--- config.mk ---
export PLATFORM = sky130hd
export DESIGN_NAME = ddr_rw_arbiter
export DESIGN_NICKNAME = d
export VERILOG_FILES = /design/src/rtl/ddr_rw_arbiter.sv
export SDC_FILE = /design/constraint.sdc
export NUM_CORES = 1
export LEC_CHECK = 0
export CAP_MARGIN = 30
export CORE_UTILIZATION = 38
export DETAILED_ROUTE_END_ITERATION = 8
export PLACE_DENSITY = 0.66
export SLEW_MARGIN = 5
export SYNTH_ARGS = -nofsm -noshare
export SYNTH_HDL_FRONTEND = slang
export SYNTH_SLANG_ARGS = --single-unit
export TNS_END_PERCENT = 20
--- constraint.sdc ---
create_clock -name ddr_clk -period 2.3 [get_ports ddr_clk]
set_clock_uncertainty 0.2 [all_clocks]
set_input_delay 0.23 -clock ddr_clk [delete_from_list [all_inputs] [get_ports ddr_clk]]
set_output_delay 0.23 -clock ddr_clk [all_outputs]
set_load 0.005 [all_outputs]
--- src/rtl/ddr_rw_arbiter.sv ---
// Arbitrates the DDR AXI4 master port between write-FIFO drain and read-FIFO fill bursts.
// Round-robin grants of fixed-length bursts; per-direction frame address counters with restart.
module ddr_rw_arbiter #(
  parameter int unsigned BURST_LEN    = 16,
  parameter int unsigned ADDR_W       = 28,
  parameter int unsigned WR_BASE      = 0,
  parameter int unsigned RD_BASE      = 0,
  parameter int unsigned FRAME_BURSTS = 7200,
  parameter int unsigned RD_THRESH    = 192
) (
  input  logic              ddr_clk,
  input  logic              rst,
  input  logic              ddr_init_done,
  input  logic              vs_in_pulse,
  input  logic              vs_out_pulse,
  input  logic [8:0]        wfifo_rd_water_level,
  output logic              wfifo_rd_req,
  input  logic [8:0]        rfifo_wr_water_level,
  output logic              rfifo_wr_req,
  output logic [ADDR_W-1:0] axi_awaddr,
  output logic [7:0]        axi_awlen,
  output logic              axi_awvalid,
  input  logic              axi_awready,
  output logic              axi_wvalid,
  output logic              axi_wlast,
  input  logic              axi_wready,
  input  logic              axi_bvalid,
  output logic              axi_bready,
  output logic [ADDR_W-1:0] axi_araddr,
  output logic [7:0]        axi_arlen,
  output logic              axi_arvalid,
  input  logic              axi_arready,
  input  logic              axi_rvalid,
  input  logic              axi_rlast,
  output logic              axi_rready,
  output logic              busy
);

  localparam int unsigned CntW  = $clog2(FRAME_BURSTS) + 1;
  localparam int unsigned BeatW = $clog2(BURST_LEN) + 1;

  localparam logic [ADDR_W-1:0] WrBase     = ADDR_W'(WR_BASE);
  localparam logic [ADDR_W-1:0] RdBase     = ADDR_W'(RD_BASE);
  localparam logic [ADDR_W-1:0] BurstBytes = ADDR_W'(BURST_LEN * 32);
  localparam logic [CntW-1:0]   CntLast    = CntW'(FRAME_BURSTS - 1);
  localparam logic [BeatW-1:0]  BeatLast   = BeatW'(BURST_LEN - 1);
  localparam logic [8:0]        LvlBurst   = 9'(BURST_LEN);
  localparam logic [8:0]        LvlRdThr   = 9'(RD_THRESH);

  typedef enum logic [2:0] {
    StIdle, StWrAddr, StWrData, StWrResp, StRdAddr, StRdData
  } state_e;

  state_e             state_q;
  logic               last_wr_q;
  logic [ADDR_W-1:0]  wr_addr_q, rd_addr_q;
  logic [CntW-1:0]    wr_cnt_q, rd_cnt_q;
  logic [BeatW-1:0]   beat_q;
  logic               wr_restart_q, rd_restart_q;
  logic               wr_restart_d, rd_restart_d;
  logic               awvalid_q, wvalid_q, bready_q, arvalid_q, rready_q, busy_q;

  logic               wr_elig, rd_elig, grant_wr, grant_rd;
  logic [ADDR_W-1:0]  wr_addr_nxt, rd_addr_nxt;
  logic [CntW-1:0]    wr_cnt_nxt, rd_cnt_nxt;

  always_comb begin
    wr_elig  = ddr_init_done & (wfifo_rd_water_level >= LvlBurst);
    rd_elig  = ddr_init_done & (rfifo_wr_water_level < LvlRdThr);
    // Both eligible: the direction not granted last time wins.
    grant_wr = wr_elig & (~rd_elig | ~last_wr_q);
    grant_rd = rd_elig & ~grant_wr;
  end

  // A pulse on the clearing cycle re-arms the flag, so no frame start is lost.
  always_comb begin
    wr_restart_d = (wr_restart_q & (state_q != StIdle)) | vs_in_pulse;
    rd_restart_d = (rd_restart_q & (state_q != StIdle)) | vs_out_pulse;
  end

  always_comb begin
    wr_addr_nxt = wr_addr_q + BurstBytes;
    wr_cnt_nxt  = wr_cnt_q + CntW'(1);
    if (wr_cnt_q == CntLast) begin
      wr_addr_nxt = WrBase;
      wr_cnt_nxt  = '0;
    end
    rd_addr_nxt = rd_addr_q + BurstBytes;
    rd_cnt_nxt  = rd_cnt_q + CntW'(1);
    if (rd_cnt_q == CntLast) begin
      rd_addr_nxt = RdBase;
      rd_cnt_nxt  = '0;
    end
  end

  always_ff @(posedge ddr_clk or posedge rst) begin
    if (rst) begin
      state_q      <= StIdle;
      last_wr_q    <= 1'b0;
      wr_addr_q    <= WrBase;
      rd_addr_q    <= RdBase;
      wr_cnt_q     <= '0;
      rd_cnt_q     <= '0;
      beat_q       <= '0;
      wr_restart_q <= 1'b0;
      rd_restart_q <= 1'b0;
      awvalid_q    <= 1'b0;
      wvalid_q     <= 1'b0;
      bready_q     <= 1'b0;
      arvalid_q    <= 1'b0;
      rready_q     <= 1'b0;
      busy_q       <= 1'b0;
    end else begin
      wr_restart_q <= wr_restart_d;
      rd_restart_q <= rd_restart_d;
      unique case (state_q)
        StIdle: begin
          if (wr_restart_q) begin
            wr_addr_q <= WrBase;
            wr_cnt_q  <= '0;
          end
          if (rd_restart_q) begin
            rd_addr_q <= RdBase;
            rd_cnt_q  <= '0;
          end
          if (grant_wr) begin
            state_q   <= StWrAddr;
            awvalid_q <= 1'b1;
            busy_q    <= 1'b1;
            last_wr_q <= 1'b1;
          end else if (grant_rd) begin
            state_q   <= StRdAddr;
            arvalid_q <= 1'b1;
            busy_q    <= 1'b1;
            last_wr_q <= 1'b0;
          end
        end
        StWrAddr: begin
          if (axi_awready) begin
            awvalid_q <= 1'b0;
            wvalid_q  <= 1'b1;
            beat_q    <= '0;
            state_q   <= StWrData;
          end
        end
        StWrData: begin
          if (axi_wready) begin
            if (beat_q == BeatLast) begin
              beat_q   <= '0;
              wvalid_q <= 1'b0;
              bready_q <= 1'b1;
              state_q  <= StWrResp;
            end else begin
              beat_q <= beat_q + BeatW'(1);
            end
          end
        end
        StWrResp: begin
          if (axi_bvalid) begin
            bready_q  <= 1'b0;
            busy_q    <= 1'b0;
            wr_addr_q <= wr_addr_nxt;
            wr_cnt_q  <= wr_cnt_nxt;
            state_q   <= StIdle;
          end
        end
        StRdAddr: begin
          if (axi_arready) begin
            arvalid_q <= 1'b0;
            rready_q  <= 1'b1;
            state_q   <= StRdData;
          end
        end
        StRdData: begin
          if (axi_rvalid && axi_rlast) begin
            rready_q  <= 1'b0;
            busy_q    <= 1'b0;
            rd_addr_q <= rd_addr_nxt;
            rd_cnt_q  <= rd_cnt_nxt;
            state_q   <= StIdle;
          end
        end
        default: state_q <= StIdle;
      endcase
    end
  end

  assign axi_awaddr   = wr_addr_q;
  assign axi_araddr   = rd_addr_q;
  assign axi_awlen    = 8'(BURST_LEN - 1);
  assign axi_arlen    = 8'(BURST_LEN - 1);
  assign axi_awvalid  = awvalid_q;
  assign axi_wvalid   = wvalid_q;
  assign axi_wlast    = wvalid_q & (beat_q == BeatLast);
  assign axi_bready   = bready_q;
  assign axi_arvalid  = arvalid_q;
  assign axi_rready   = rready_q;
  assign busy         = busy_q;
  assign wfifo_rd_req = wvalid_q & axi_wready;
  assign rfifo_wr_req = rready_q & axi_rvalid;

endmodule

* After elaboration in Yosys (flattened, before gate mapping) *
Cells that the tools add are included.
Widths: inputs -> output; s select.

word-level totals
  bits in registers = 101
  latch bits = 0
  memory bits (writable) = 0
  ROM bits = 0
  bits of input ports = 29
  output and inout bits = 81
  logic and storage cells = 131
  memories = 0

operators by class
  add/subtract/negate cells = 5
  multipliers = 0
  divide/modulo/power cells = 0
  order comparisons = 2
  eq/ne operators = 20
  shifts and indexed selects = 0
  multiplexer cells = 51
  bitwise operators = 15
  reduce and logical (&&, ||, !) cells = 23

operators with widths
  kind                    count
  $mux 28                 6
  $pmux 28 s2             2
  $mux 14                 6
  $add 28x10->28 const B  2
  $pmux 14 s2             2
  $add 14x1->14 const B   2
  $eq 14x13->1 const B    2
  $mux 3                  8
  $ne 2x2->1 const B      11
  $pmux 3 s6              1
  $mux 1                  16
  $reduce_and 4->1        4
  $reduce_bool 2->1       8
  $mux 5                  3
  $reduce_and 3->1        5
  $pmux 1 s2              5
  $pmux 5 s2              1
  $and 1x1->1             9
  $ge 9x5->1 const B      1
  $lt 9x8->1 const B      1
  $reduce_and 7->1        1
  $eq 3x2->1 const B      2
  $eq 3x3->1 const B      2
  $reduce_bool 3->1       2
  other kinds (10)        14

* Logic depth before layout (Yosys ltp) *
  depth in word-level cells = 10
  mapped depth = 9

* Worst setup path before layout *
OpenSTA, ideal clock, no wires.

  kind = register to register
  start point = register rd_cnt_q[0]
  end point = register rd_addr_q[17], in the netlist axi_araddr[17]
  setup time = 0.082 ns
  data arrival time = 1.951 ns
  slack = 0.067 ns
  cell stages (with the launch flop) = 10
  path buffers = 3
  clock period less this slack = 2.233 ns
  cell sequence = dfrtp_1 -> ha_1 -> and4_1 -> buf_2 -> and4_1 -> clkbuf_1 -> nor2_1 -> buf_2 -> o21ai_0 -> a31oi_1

between the ends
  word-level cells in the longest chain between the ends = 4

RTL lines
  what                    line  text
  start, declared         57    logic [CntW-1:0] wr_cnt_q, rd_cnt_q;
  start signal, assigned  179   rd_cnt_q <= rd_cnt_nxt;
  $eq 14x13->1            90    if (rd_cnt_q == CntLast) begin
  $mux 28                 90
  $mux 28                 175   if (axi_rvalid && axi_rlast) begin
  $pmux 28 s2             116   unique case (state_q)
  end signal, assigned    101   rd_addr_q <= RdBase;
  end signal, assigned    123   rd_addr_q <= RdBase;
  end signal, assigned    178   rd_addr_q <= rd_addr_nxt;
  end, declared           56    logic [ADDR_W-1:0] wr_addr_q, rd_addr_q;

Every way passes these cells. The select of a mux whose other input is x is not followed.
A chain may end at the register's enable or synchronous reset.

* Worst setup path after layout *
  start point = register beat_q[1]
  end point = output axi_wlast

between the ends
  word-level cells in the longest chain between the ends = 2

RTL lines
  what                    line  text
  start, declared         58    logic [BeatW-1:0] beat_q;
  start signal, assigned  154   beat_q <= beat_q + BeatW'(1);
  $eq 5x4->1              194   assign axi_wlast = wvalid_q & (beat_q == BeatLast);
  $and 1x1->1             194
  end, declared           25    output logic axi_wlast,

Every way passes these cells.

==> run metrics <==
number of nets with antenna violations after routing=0; cell type of the slowest stage on the worst timing path=sky130_fd_sc_hd__clkdlybuf4s50_1; initial core utilization=0.3906; CTS tree=done; number of enable flip-flop cells after synthesis=0; cells on worst reg2reg path=6; Critical Path AT=about 1.8 ns; area of the core=0.01206 sq mm; NumNets Final=644; number of storage elements in the synthesis netlist=83; count of mapped cells out of synthesis=520; total power=4.953 mW; horizontal die dimension=113.3 um; number of clock buffers inserted by TritonCTS=9; number of detailed-routing iterations run before antenna repair=5; combined global-route utilization of all metal layers=0.1844; Startpoint Class=flip-flop; antenna violations before repair=0; worst min-delay path class=input pin to async pin; post-synthesis async set-or-reset flop share=1.000; global routing usage on met3=0.05035; top cells by area in the synthesized netlist=sky130_fd_sc_hd__dfrtp_1, sky130_fd_sc_hd__buf_4, sky130_fd_sc_hd__nand2_1; wire length of the first global-routing pass=18.80 mm; cell with the most instances after synthesis=sky130_fd_sc_hd__dfrtp_1; share of the yosys chip area belonging to registers=0.4409; GR Util met1=0.2250; largest net degree at the start of global routing=43; Final Slew Violations=0; stage delay of the slowest cell on the critical path=0.49 ns; Post-Syn Area=0.004711 sq mm; dpl hpwl=approximately 8.1 mm; P&R area growth vs syn=26.88%; number of placement rows=40; kind of cell adding the most delay to the critical path=buffers and inverters; chip height=113.3 um; fillcell total=1120; Worst Path Class, Setup=flip-flop to primary output; leak pwr=2.522 nW; launching point of the worst reg2reg path=state_q[2]; power per cell area=a little over 800 mW/mm^2; commonest cells in the synthesized netlist=sky130_fd_sc_hd__dfrtp_1, sky130_fd_sc_hd__nand2_1, sky130_fd_sc_hd__nor2_1; outcome=finished, final reports clean; Netlist cell types=60; # hold bufs at CTS=0; clk buf depth=2; Post-Synthesis Mean Instance Area=about 9 sq um; DRC Markers=0; core utilization of the finished layout=0.4955; achievable clock frequency=0.4541 GHz; Max IR drop VDD=0.5209 mV; kind of end point of the critical path=primary output; crit share post-route=0.9574; final hold violation count=0; Buf+Inv Stages, Crit Path=1; clock network latency to the later pin of the worst-skew pair=~0.34 ns; fraction of layout instances using a drive strength above 1=0.1138; crit path to=axi_wlast; final critical-path required period=2.202 ns; required time worst endpoint=approximately 1.9 ns; maximum net fanout on the critical path=3; most instantiated flip-flop cell in the synthesis netlist=sky130_fd_sc_hd__dfrtp_1; dominant cell type by area after synthesis=sky130_fd_sc_hd__dfrtp_1; busiest layer in global routing=met2; Synth warnings=0; chain of cells forming the critical path=ha_2 > nand3_2 > nor2_2 > and2_1 > clkdlybuf4s50_1; reg-to-reg endpoint=axi_awaddr[26]; drt total wl=11.30 mm; vias in the first global route=4002; top-level port count=110; count of final setup violators=0; detail-routed via count per cell=5.243; Port Buffers=65; Critical Path Stages=5; overflow left after global routing=0; start point of the critical path=beat_q[1]; Yosys top cell area share=0.4409; max-capacitance violation count=0; number of antenna diodes=0; clock-pin transition on the worst setup and hold timing paths=~0.06 ns; total die area=0.01285 sq mm; met2 layer usage reported by global route=0.3166; Final Wtd Congestion=between 0.7 and 0.8; Post-Layout Cell Count=a little under 800; clock root buffer=sky130_fd_sc_hd__clkbuf_16; vias post-DR=~4100; wire length per cell=between 10 and 15 um; worst reg-to-reg setup slack=0.11 ns; initial detailed-routing violation count=304; Cell Count Post-Placement=766; clock sinks=83; final hold slack=0.04180 ns; H-tree depth reported by CTS=3
cells by family after synthesis:
group	count (synthesis)	synth area share
buffers and inverters	69	0.08552
other	2	0.001594
and+or+nand+nor	217	0.2396
xor gates and xnor gates	20	0.03718
adders and majority gates	5	0.01328
AOI/OAI and AO/OA	118	0.1687
muxes	6	0.01328
DFF	83	0.4409
timing repair:
item | 4_1_cts | 5_1_grt
pin swaps | 0 | 0
gates cloned | 0 | 0
endpoints found under the setup margin | 1 | 10
resized for setup | 0 | 8
hold endpoints to repair | 0 | 0
buffers inserted | 1 | 0
how the worst min path moves through the flow:
stage                     end  slack [ns]
3_5_place_dp   axi_araddr[27]        0.29
5_1_grt        axi_awaddr[17]        0.08
3_3_place_gp        last_wr_q        0.28
6_report       axi_awaddr[17]        0.04
4_1_cts          wr_cnt_q[13]        0.05
2_1_floorplan    rd_restart_q        0.12
where the power goes:
group / switching [mW] / leakage (nW) / internal, mW
clock: 0.584 / 0.148 / 0.931
combinational: 0.924 / 1.25 / 0.718
sequential: 0.175 / 1.12 / 1.62
state kept, by name, summed over array words and instances (netlist names), 3 cells and up:
signal	flops
wr_cnt_q	14
axi_awaddr	19
state_q	3
axi_araddr	19
beat_q	5
rd_cnt_q	14
per-stage QoR:
stage                     setup TNS [ns]  worst slack, ns  area (sq um)
after floorplan                        0          0.06713          4835
after global placement                 0          0.02177          5633
after detailed placement        -0.06607         -0.04324          5633
after CTS                              0          0.02792          5956
after global routing           -0.001555        -0.001555          5977
final                                  0          0.09797          5977
layout make-up:
class	instances	area, sq um	share of cell area
multi-input cells	400	2366	0.3959
inverters	16	63.81	0.01068
clock inverters	3	45.04	0.007536
repair buffers	100	942.2	0.1576
clock buffers	13	270.3	0.04522
well taps	168	210.2	0.03517
flip-flops and latches	83	2079	0.3479
metal layers:
metal / up-vias / part of all wire / wire length, um
met5: - / 0 / 0
li1: 1992 / - / -
met4: 0 / 0.014 / 160
met1: 1988 / 0.46 / 5150
met2: 112 / 0.48 / 5469
met3: 13 / 0.046 / 522
cell usage in the layout (no fill, tap or decap), drive strengths merged, types with 7 or more instances in the layout:
master and instances:
a21o 7, a21oi 27, a22o 8, a31oi 16
and3 15, and4 7, buf 35, clkbuf 13
clkdlybuf4s50 65, conb 34, dfrtp 83, inv 15
nand2 54, nand3 26, nand4 8, nor2 45
nor3 15, o21ai 32, or3 7, xnor2 10
xor2 10
worst reg2reg max path, delay by kind of cell, from the launching register on:
family | cells | cell delay, ns
flops | 1 | 0.45
simple gates | 3 | 0.75
compound gates | 1 | 0.33
xor+xnor | 1 | 0.17
buf+inv | 1 | 0.19
Note: power is estimated with default switching activity, not from simulation.
